[config.mk]
export PLATFORM = sky130hd
export DESIGN_NAME = sram_fifo_controller_flat
export DESIGN_NICKNAME = d
export VERILOG_FILES = /design/src/rtl/sram_fifo_controller_if.sv /design/src/rtl/sram_fifo_controller.sv /design/src/flat_wrapper.sv
export SDC_FILE = /design/constraint.sdc
export NUM_CORES = 1
export LEC_CHECK = 0
export ABC_CLOCK_PERIOD_IN_PS = 4600
export BUFFER_PORTS_ARGS = -buffer_cell sky130_fd_sc_hd__buf_2
export CAP_MARGIN = 20
export CORE_MARGIN = 4
export CORE_UTILIZATION = 45
export CTS_CLUSTER_SIZE = 16
export DETAILED_ROUTE_END_ITERATION = 7
export PLACE_DENSITY_LB_ADDON = 0.2
export SLEW_MARGIN = 40
export SYNTH_ARGS = -nofsm -noshare
export SYNTH_HDL_FRONTEND = slang
export SYNTH_SLANG_ARGS = --single-unit
[constraint.sdc]
create_clock -name Clk_In -period 4.6 [get_ports Clk_In]
set_clock_uncertainty 0.2 [all_clocks]
set_input_delay 0.46 -clock Clk_In [delete_from_list [all_inputs] [get_ports Clk_In]]
set_output_delay 0.46 -clock Clk_In [all_outputs]
set_load 0.05 [all_outputs]
[src/rtl/sram_fifo_controller_if.sv]
// Push/pop and status bundle between a FIFO client (master) and sram_fifo_controller (slave).
interface sram_fifo_controller_if #(
    parameter int DEPTH = 16
);
    localparam int CW = $clog2(DEPTH) + 1;

    logic [7:0]    Push_Data_In;
    logic          Push_Valid_In;
    logic          Push_Ready_Out;
    logic          Pop_Request_In;
    logic [7:0]    Pop_Data_Out;
    logic          Pop_Valid_Out;
    logic          Full_Out;
    logic          Empty_Out;
    logic [CW-1:0] Count_Out;
    logic          Overflow_Out;
    logic          Underflow_Out;

    modport slave (
        input  Push_Data_In, Push_Valid_In, Pop_Request_In,
        output Push_Ready_Out, Pop_Data_Out, Pop_Valid_Out,
               Full_Out, Empty_Out, Count_Out, Overflow_Out, Underflow_Out
    );

    modport master (
        output Push_Data_In, Push_Valid_In, Pop_Request_In,
        input  Push_Ready_Out, Pop_Data_Out, Pop_Valid_Out,
               Full_Out, Empty_Out, Count_Out, Overflow_Out, Underflow_Out
    );
endinterface

[src/rtl/sram_fifo_controller.sv]
// Circular-buffer FIFO over one SRAM region: write port A for pushes, read port C for pops.
// Pop latency 1 cycle; push back-pressured by Full_Out, pops from empty are dropped and flagged.
module sram_fifo_controller #(
    parameter int DEPTH     = 16,
    parameter int BASE_ADDR = 0
) (
    input  logic                   Clk_In,
    input  logic                   Reset_In,
    sram_fifo_controller_if.slave  fifo_if,
    output logic [7:0]             SRAM_Write_Data_Out,
    output logic [7:0]             SRAM_Write_Address_Out,
    output logic                   SRAM_Write_Enable_Out,
    output logic [7:0]             SRAM_Read_Address_Out,
    output logic                   SRAM_Read_Enable_Out,
    input  logic [7:0]             SRAM_Read_Data_In
);
    localparam int PW = $clog2(DEPTH);
    localparam int CW = PW + 1;
    localparam logic [CW-1:0] DEPTH_C = CW'(DEPTH);
    localparam logic [7:0]    BASE_C  = 8'(BASE_ADDR);

    logic [PW-1:0] wp_q, wp_d;
    logic [PW-1:0] rp_q, rp_d;
    logic [CW-1:0] count_q, count_d;
    logic          rd_pending_q, rd_pending_d;
    logic [7:0]    wdata_q, wdata_d;
    logic [7:0]    waddr_q, waddr_d;
    logic          we_q, we_d;
    logic [7:0]    raddr_q, raddr_d;
    logic [7:0]    pop_data_q, pop_data_d;
    logic          pop_vld_q, pop_vld_d;
    logic          ovf_q, ovf_d;
    logic          unf_q, unf_d;
    logic          full, empty, push_acc, pop_acc;

    assign full  = (count_q == DEPTH_C);
    assign empty = (count_q == '0);

    always_comb begin
        push_acc = fifo_if.Push_Valid_In && !full;
        pop_acc  = fifo_if.Pop_Request_In && !empty;

        wp_d    = push_acc ? wp_q + PW'(1) : wp_q;
        rp_d    = pop_acc  ? rp_q + PW'(1) : rp_q;
        count_d = count_q;
        case ({push_acc, pop_acc})
            2'b10:   count_d = count_q + CW'(1);
            2'b01:   count_d = count_q - CW'(1);
            default: count_d = count_q;
        endcase

        wdata_d = push_acc ? fifo_if.Push_Data_In : wdata_q;
        waddr_d = push_acc ? BASE_C + 8'(wp_q) : waddr_q;
        we_d    = push_acc;

        raddr_d      = pop_acc ? BASE_C + 8'(rp_q) : raddr_q;
        rd_pending_d = pop_acc;

        // Port C floats while not enabled, so only capture on the cycle after a read issue.
        pop_data_d = rd_pending_q ? SRAM_Read_Data_In : pop_data_q;
        pop_vld_d  = rd_pending_q;

        ovf_d = ovf_q | (fifo_if.Push_Valid_In & full);
        unf_d = unf_q | (fifo_if.Pop_Request_In & empty);
    end

    always_ff @(posedge Clk_In) begin
        if (Reset_In) begin
            wp_q         <= '0;
            rp_q         <= '0;
            count_q      <= '0;
            rd_pending_q <= 1'b0;
            wdata_q      <= '0;
            waddr_q      <= '0;
            we_q         <= 1'b0;
            raddr_q      <= '0;
            pop_data_q   <= '0;
            pop_vld_q    <= 1'b0;
            ovf_q        <= 1'b0;
            unf_q        <= 1'b0;
        end else begin
            wp_q         <= wp_d;
            rp_q         <= rp_d;
            count_q      <= count_d;
            rd_pending_q <= rd_pending_d;
            wdata_q      <= wdata_d;
            waddr_q      <= waddr_d;
            we_q         <= we_d;
            raddr_q      <= raddr_d;
            pop_data_q   <= pop_data_d;
            pop_vld_q    <= pop_vld_d;
            ovf_q        <= ovf_d;
            unf_q        <= unf_d;
        end
    end

    // Read enable and the pending-capture flag are the same registered event.
    assign SRAM_Read_Enable_Out   = rd_pending_q;
    assign SRAM_Read_Address_Out  = raddr_q;
    assign SRAM_Write_Data_Out    = wdata_q;
    assign SRAM_Write_Address_Out = waddr_q;
    assign SRAM_Write_Enable_Out  = we_q;

    assign fifo_if.Push_Ready_Out = !full;
    assign fifo_if.Full_Out       = full;
    assign fifo_if.Empty_Out      = empty;
    assign fifo_if.Count_Out      = count_q;
    assign fifo_if.Pop_Data_Out   = pop_data_q;
    assign fifo_if.Pop_Valid_Out  = pop_vld_q;
    assign fifo_if.Overflow_Out   = ovf_q;
    assign fifo_if.Underflow_Out  = unf_q;
endmodule

[src/flat_wrapper.sv]
// flat-port wrapper written by rule: the top's interface ports become plain ports
module sram_fifo_controller_flat 
#(
    parameter int DEPTH     = 16,
    parameter int BASE_ADDR = 0
)
  (Clk_In, Reset_In, SRAM_Write_Data_Out, SRAM_Write_Address_Out, SRAM_Write_Enable_Out, SRAM_Read_Address_Out, SRAM_Read_Enable_Out, SRAM_Read_Data_In, fifo_if_Push_Data_In, fifo_if_Push_Valid_In, fifo_if_Pop_Request_In, fifo_if_Push_Ready_Out, fifo_if_Pop_Data_Out, fifo_if_Pop_Valid_Out, fifo_if_Full_Out, fifo_if_Empty_Out, fifo_if_Count_Out, fifo_if_Overflow_Out, fifo_if_Underflow_Out);
  sram_fifo_controller_if #(.DEPTH(DEPTH)) fifo_if_i ();
  input  logic Clk_In;
  input  logic Reset_In;
  output logic [7:0] SRAM_Write_Data_Out;
  output logic [7:0] SRAM_Write_Address_Out;
  output logic SRAM_Write_Enable_Out;
  output logic [7:0] SRAM_Read_Address_Out;
  output logic SRAM_Read_Enable_Out;
  input  logic [7:0] SRAM_Read_Data_In;
  input wire logic [$bits(fifo_if_i.Push_Data_In)-1:0] fifo_if_Push_Data_In;
  input wire logic [$bits(fifo_if_i.Push_Valid_In)-1:0] fifo_if_Push_Valid_In;
  input wire logic [$bits(fifo_if_i.Pop_Request_In)-1:0] fifo_if_Pop_Request_In;
  output wire logic [$bits(fifo_if_i.Push_Ready_Out)-1:0] fifo_if_Push_Ready_Out;
  output wire logic [$bits(fifo_if_i.Pop_Data_Out)-1:0] fifo_if_Pop_Data_Out;
  output wire logic [$bits(fifo_if_i.Pop_Valid_Out)-1:0] fifo_if_Pop_Valid_Out;
  output wire logic [$bits(fifo_if_i.Full_Out)-1:0] fifo_if_Full_Out;
  output wire logic [$bits(fifo_if_i.Empty_Out)-1:0] fifo_if_Empty_Out;
  output wire logic [$bits(fifo_if_i.Count_Out)-1:0] fifo_if_Count_Out;
  output wire logic [$bits(fifo_if_i.Overflow_Out)-1:0] fifo_if_Overflow_Out;
  output wire logic [$bits(fifo_if_i.Underflow_Out)-1:0] fifo_if_Underflow_Out;
  assign fifo_if_i.Push_Data_In = fifo_if_Push_Data_In;
  assign fifo_if_i.Push_Valid_In = fifo_if_Push_Valid_In;
  assign fifo_if_i.Pop_Request_In = fifo_if_Pop_Request_In;
  assign fifo_if_Push_Ready_Out = fifo_if_i.Push_Ready_Out;
  assign fifo_if_Pop_Data_Out = fifo_if_i.Pop_Data_Out;
  assign fifo_if_Pop_Valid_Out = fifo_if_i.Pop_Valid_Out;
  assign fifo_if_Full_Out = fifo_if_i.Full_Out;
  assign fifo_if_Empty_Out = fifo_if_i.Empty_Out;
  assign fifo_if_Count_Out = fifo_if_i.Count_Out;
  assign fifo_if_Overflow_Out = fifo_if_i.Overflow_Out;
  assign fifo_if_Underflow_Out = fifo_if_i.Underflow_Out;
  sram_fifo_controller #(.DEPTH(DEPTH), .BASE_ADDR(BASE_ADDR)) u_core (.Clk_In(Clk_In), .Reset_In(Reset_In), .fifo_if(fifo_if_i), .SRAM_Write_Data_Out(SRAM_Write_Data_Out), .SRAM_Write_Address_Out(SRAM_Write_Address_Out), .SRAM_Write_Enable_Out(SRAM_Write_Enable_Out), .SRAM_Read_Address_Out(SRAM_Read_Address_Out), .SRAM_Read_Enable_Out(SRAM_Read_Enable_Out), .SRAM_Read_Data_In(SRAM_Read_Data_In));
endmodule
==> impl_metrics.tcl <==
set metrics [dict create \
    drc 0 \
    area_growth_pct 21.7 \
    die_h_um 70.6 \
    setup_ws_ns 1.36 \
    hold_violations 0 \
    grt_max_degree 45 \
    period_share 0.705 \
    period_needed_ns 3.24 \
    synthCells 178 \
    synth_area_leader_cell "dfxtp_1" \
    hp-class "in2reg" \
    drv_slew 0 \
    ir_drop_mv 0.260 \
    startpoint "u_core.fifo_if.Count_Out[0]" \
    hold_buffers 0 \
    place_congestion 0.776 \
    p_int_mw 0.799 \
    drive_gt1_frac 0.289 \
    grt_pass1_vias 1266 \
    seq_area_frac_synth 0.477 \
    place_hpwl_mm 2.32 \
    startpoint_type "flip-flop" \
    hold_start "SRAM_Read_Data_In[5]" \
    power_density_mw_per_mm2 674 \
    clock_latency_ns 0.28 \
    cts_buffer_depth 2 \
    drtPass1Iterations 4 \
    synth.top_cell.area_share 0.477 \
    finish.net_count 258 \
    yosys_register_bits 42 \
    place_area_sq_mm 0.00204 \
    h-tree-depth 2 \
    rsz0062_at_grt "no" \
    wirelength_mm 3.25 \
    grt-ovfl-total 0 \
    ys_warn_count 0 \
    path_class "reg2reg" \
    cts.sinks 42 \
    cts.repair.resized 0 \
    core_area_sq_mm 0.00372 \
    critPathRequiredTime_ns 4.61 \
    cts_setup_buffers 0 \
    die_area_sq_mm 0.00499 \
    stdcell_count 280 \
    crit_arrival_ns 3.25 \
    grt_pass1_wl_mm 5.75 \
    antenna_found_initial 0 \
    p_sw_frac 0.448 \
    clkTransAtPathRegs_ns 0.08 \
    wl_per_cell_um 11.6 \
    status "finished, final reports clean" \
    worstMarginPinSlew_ns 0.771 \
    via_count 1309 \
    clock-root-buffer "clkbuf_8" \
    leakagePower_nw 1.08 \
    power.switching_mw 0.648 \
    reg2reg_from "u_core.fifo_if.Count_Out[0]" \
    pre_cts_ws_ns 1.36 \
    power_frac_seq 0.349 \
    ios 65 \
    numCtsBuffers 5 \
    post-place-cells 272 \
    hold_depth 3 \
    final_area_sq_mm 0.00215 \
    crit_fanout 8 \
    start_util 0.475 \
    syn_area_sq_mm 0.00176 \
    ant_nets 0 \
    grt_use_total 0.141 \
    timing.fmax_mhz 308 \
    rows 22 \
    end_kind "flip-flop" \
    p_clk_frac 0.192 \
    r2r_cells 9 \
    first_iter_violations 47 \
    synth.area.top_cells "dfxtp_1 (48%), mux2i_1 (15%), nor2_1 (8.9%)" \
    synth.avg_cell_area_sq_um 9.91 \
    cts_tree "done" \
    setup-tns-final_ns 0 \
    antenna_cells 0 \
    slew_headroom 0.486 \
    max-cap-violations 0 \
    setup_viol 0 \
    via_per_inst 4.68 \
    io_buffers 56 \
    fp.dieW_um 70.6 \
    p_comb_frac 0.459 \
    synth.distinct_cells 29 \
]
[worst max-delay path, stage by stage (launching register included)]
cell and delay (ns):
dfxtp_1 0.40, or4_4 0.61, o21ai_4 0.32, inv_1 0.10
ha_1 0.28, ha_1 0.34, a21oi_1 0.21, a21oi_1 0.11
or4_1 0.46, a21oi_1 0.14
[cell type report]
cell class | count | area, sq um
timing repair buffer | 56 | 280
sequential | 42 | 841
fill | 341 | 1570
tap | 48 | 60.1
clock buffer | 7 | 76.3
multi-input combinational | 120 | 837
clock inverter | 1 | 30.0
inverter | 6 | 22.5
[worst paths after layout]
path / to / slack, ns
setup reg to reg: u_core.fifo_if.Count_Out[4] / 1.36
setup / recovery: u_core.fifo_if.Count_Out[4] / 1.36
hold reg to reg: u_core.fifo_if.Underflow_Out / 0.27
hold / removal: u_core.fifo_if.Pop_Data_Out[5] / 0.21
[cell families after synthesis]
kind of cell	synth area share
AND/OR/NAND/NOR	0.145
XOR/XNOR	0.0397
adder cells (fa/ha/maj)	0.0539
AO/OA/AOI/OAI	0.0610
multiplexers	0.153
other	0.00213
buffers and inverters	0.0681
flip-flops	0.477
[per-stage QoR]
stage / utilization / power, mW / hold WS (ns)
finish: 0.578 / 1.45 / 0.209
global route: 0.578 / 1.55 / 0.209
CTS: 0.578 / 1.47 / 0.198
detailed placement: 0.549 / 1.18 / 0.251
global placement: 0.547 / 1.17 / 0.241
floorplan: - / 1.05 / 0.278
[layer usage]
layer,part of all wire,vias to the layer above,routed length [um],GRT usage
met3,0.096,4,312,0.0597
li1,-,681,-,-
met5,0,-,0,0
met4,0.0080,0,26,0.0438
met2,0.42,48,1370,0.209
met1,0.47,576,1540,0.188
[layout by cell type (no fill, tap or decap), types with 4 or more instances in the layout]
cell type / Yosys / layout
ha_1: 6 / 6
clkbuf_8: 0 / 5
inv_1: 6 / 6
a21oi_1: 6 / 6
conb_1: 1 / 8
xnor2_1: 4 / 4
buf_2: 0 / 56
xor2_1: 4 / 4
dfxtp_1: 42 / 42
nor2_1: 42 / 42
mux2i_1: 27 / 27
[state kept, by name (all words and copies together), names as in the netlist]
signal                         flops
u_core.SRAM_Write_Data_Out         8
u_core.fifo_if.Pop_Data_Out        8
u_core.fifo_if.Count_Out           5
u_core.SRAM_Read_Address_Out       4
u_core.SRAM_Write_Address_Out      4
u_core.rp_q                        4
u_core.wp_q                        4
u_core.SRAM_Read_Enable_Out        1
u_core.SRAM_Write_Enable_Out       1
u_core.fifo_if.Overflow_Out        1
u_core.fifo_if.Pop_Valid_Out       1
u_core.fifo_if.Underflow_Out       1
[power by group through the flow]
stage               Combinational (mW)  Clock [mW]  Sequential [mW]
finish                           0.663       0.278            0.505
CTS                              0.670       0.290            0.507
global route                     0.730       0.304            0.519
global placement                 0.661           0            0.513
floorplan                        0.387           0            0.666
detailed placement               0.668           0            0.514
[Yosys cell counts]
| library cell | instances |
|---|---|
| buf_4 | 9 |
| o21ai_4 | 1 |
| a21oi_1 | 6 |
| and3_1 | 2 |
| nand2_1 | 2 |
| a31oi_1 | 1 |
| nor4bb_1 | 1 |
| ha_1 | 6 |
| or4_1 | 1 |
| or3_1 | 1 |
| nor4_1 | 1 |
| xor2_1 | 4 |
| a211oi_1 | 2 |
| xnor2_1 | 4 |
| a21oi_2 | 1 |
| conb_1 | 1 |
| fa_1 | 1 |
| or4_4 | 1 |
| clkbuf_1 | 8 |
| dfxtp_1 | 42 |
| nor4_4 | 1 |
| a21o_2 | 1 |
| mux2i_1 | 27 |
| nor2_1 | 42 |
| inv_1 | 6 |
| nand3_1 | 2 |
| o211ai_1 | 2 |
| nor2b_1 | 1 |
| o31ai_1 | 1 |
No activity file was read; power rests on OpenSTA's default activity.
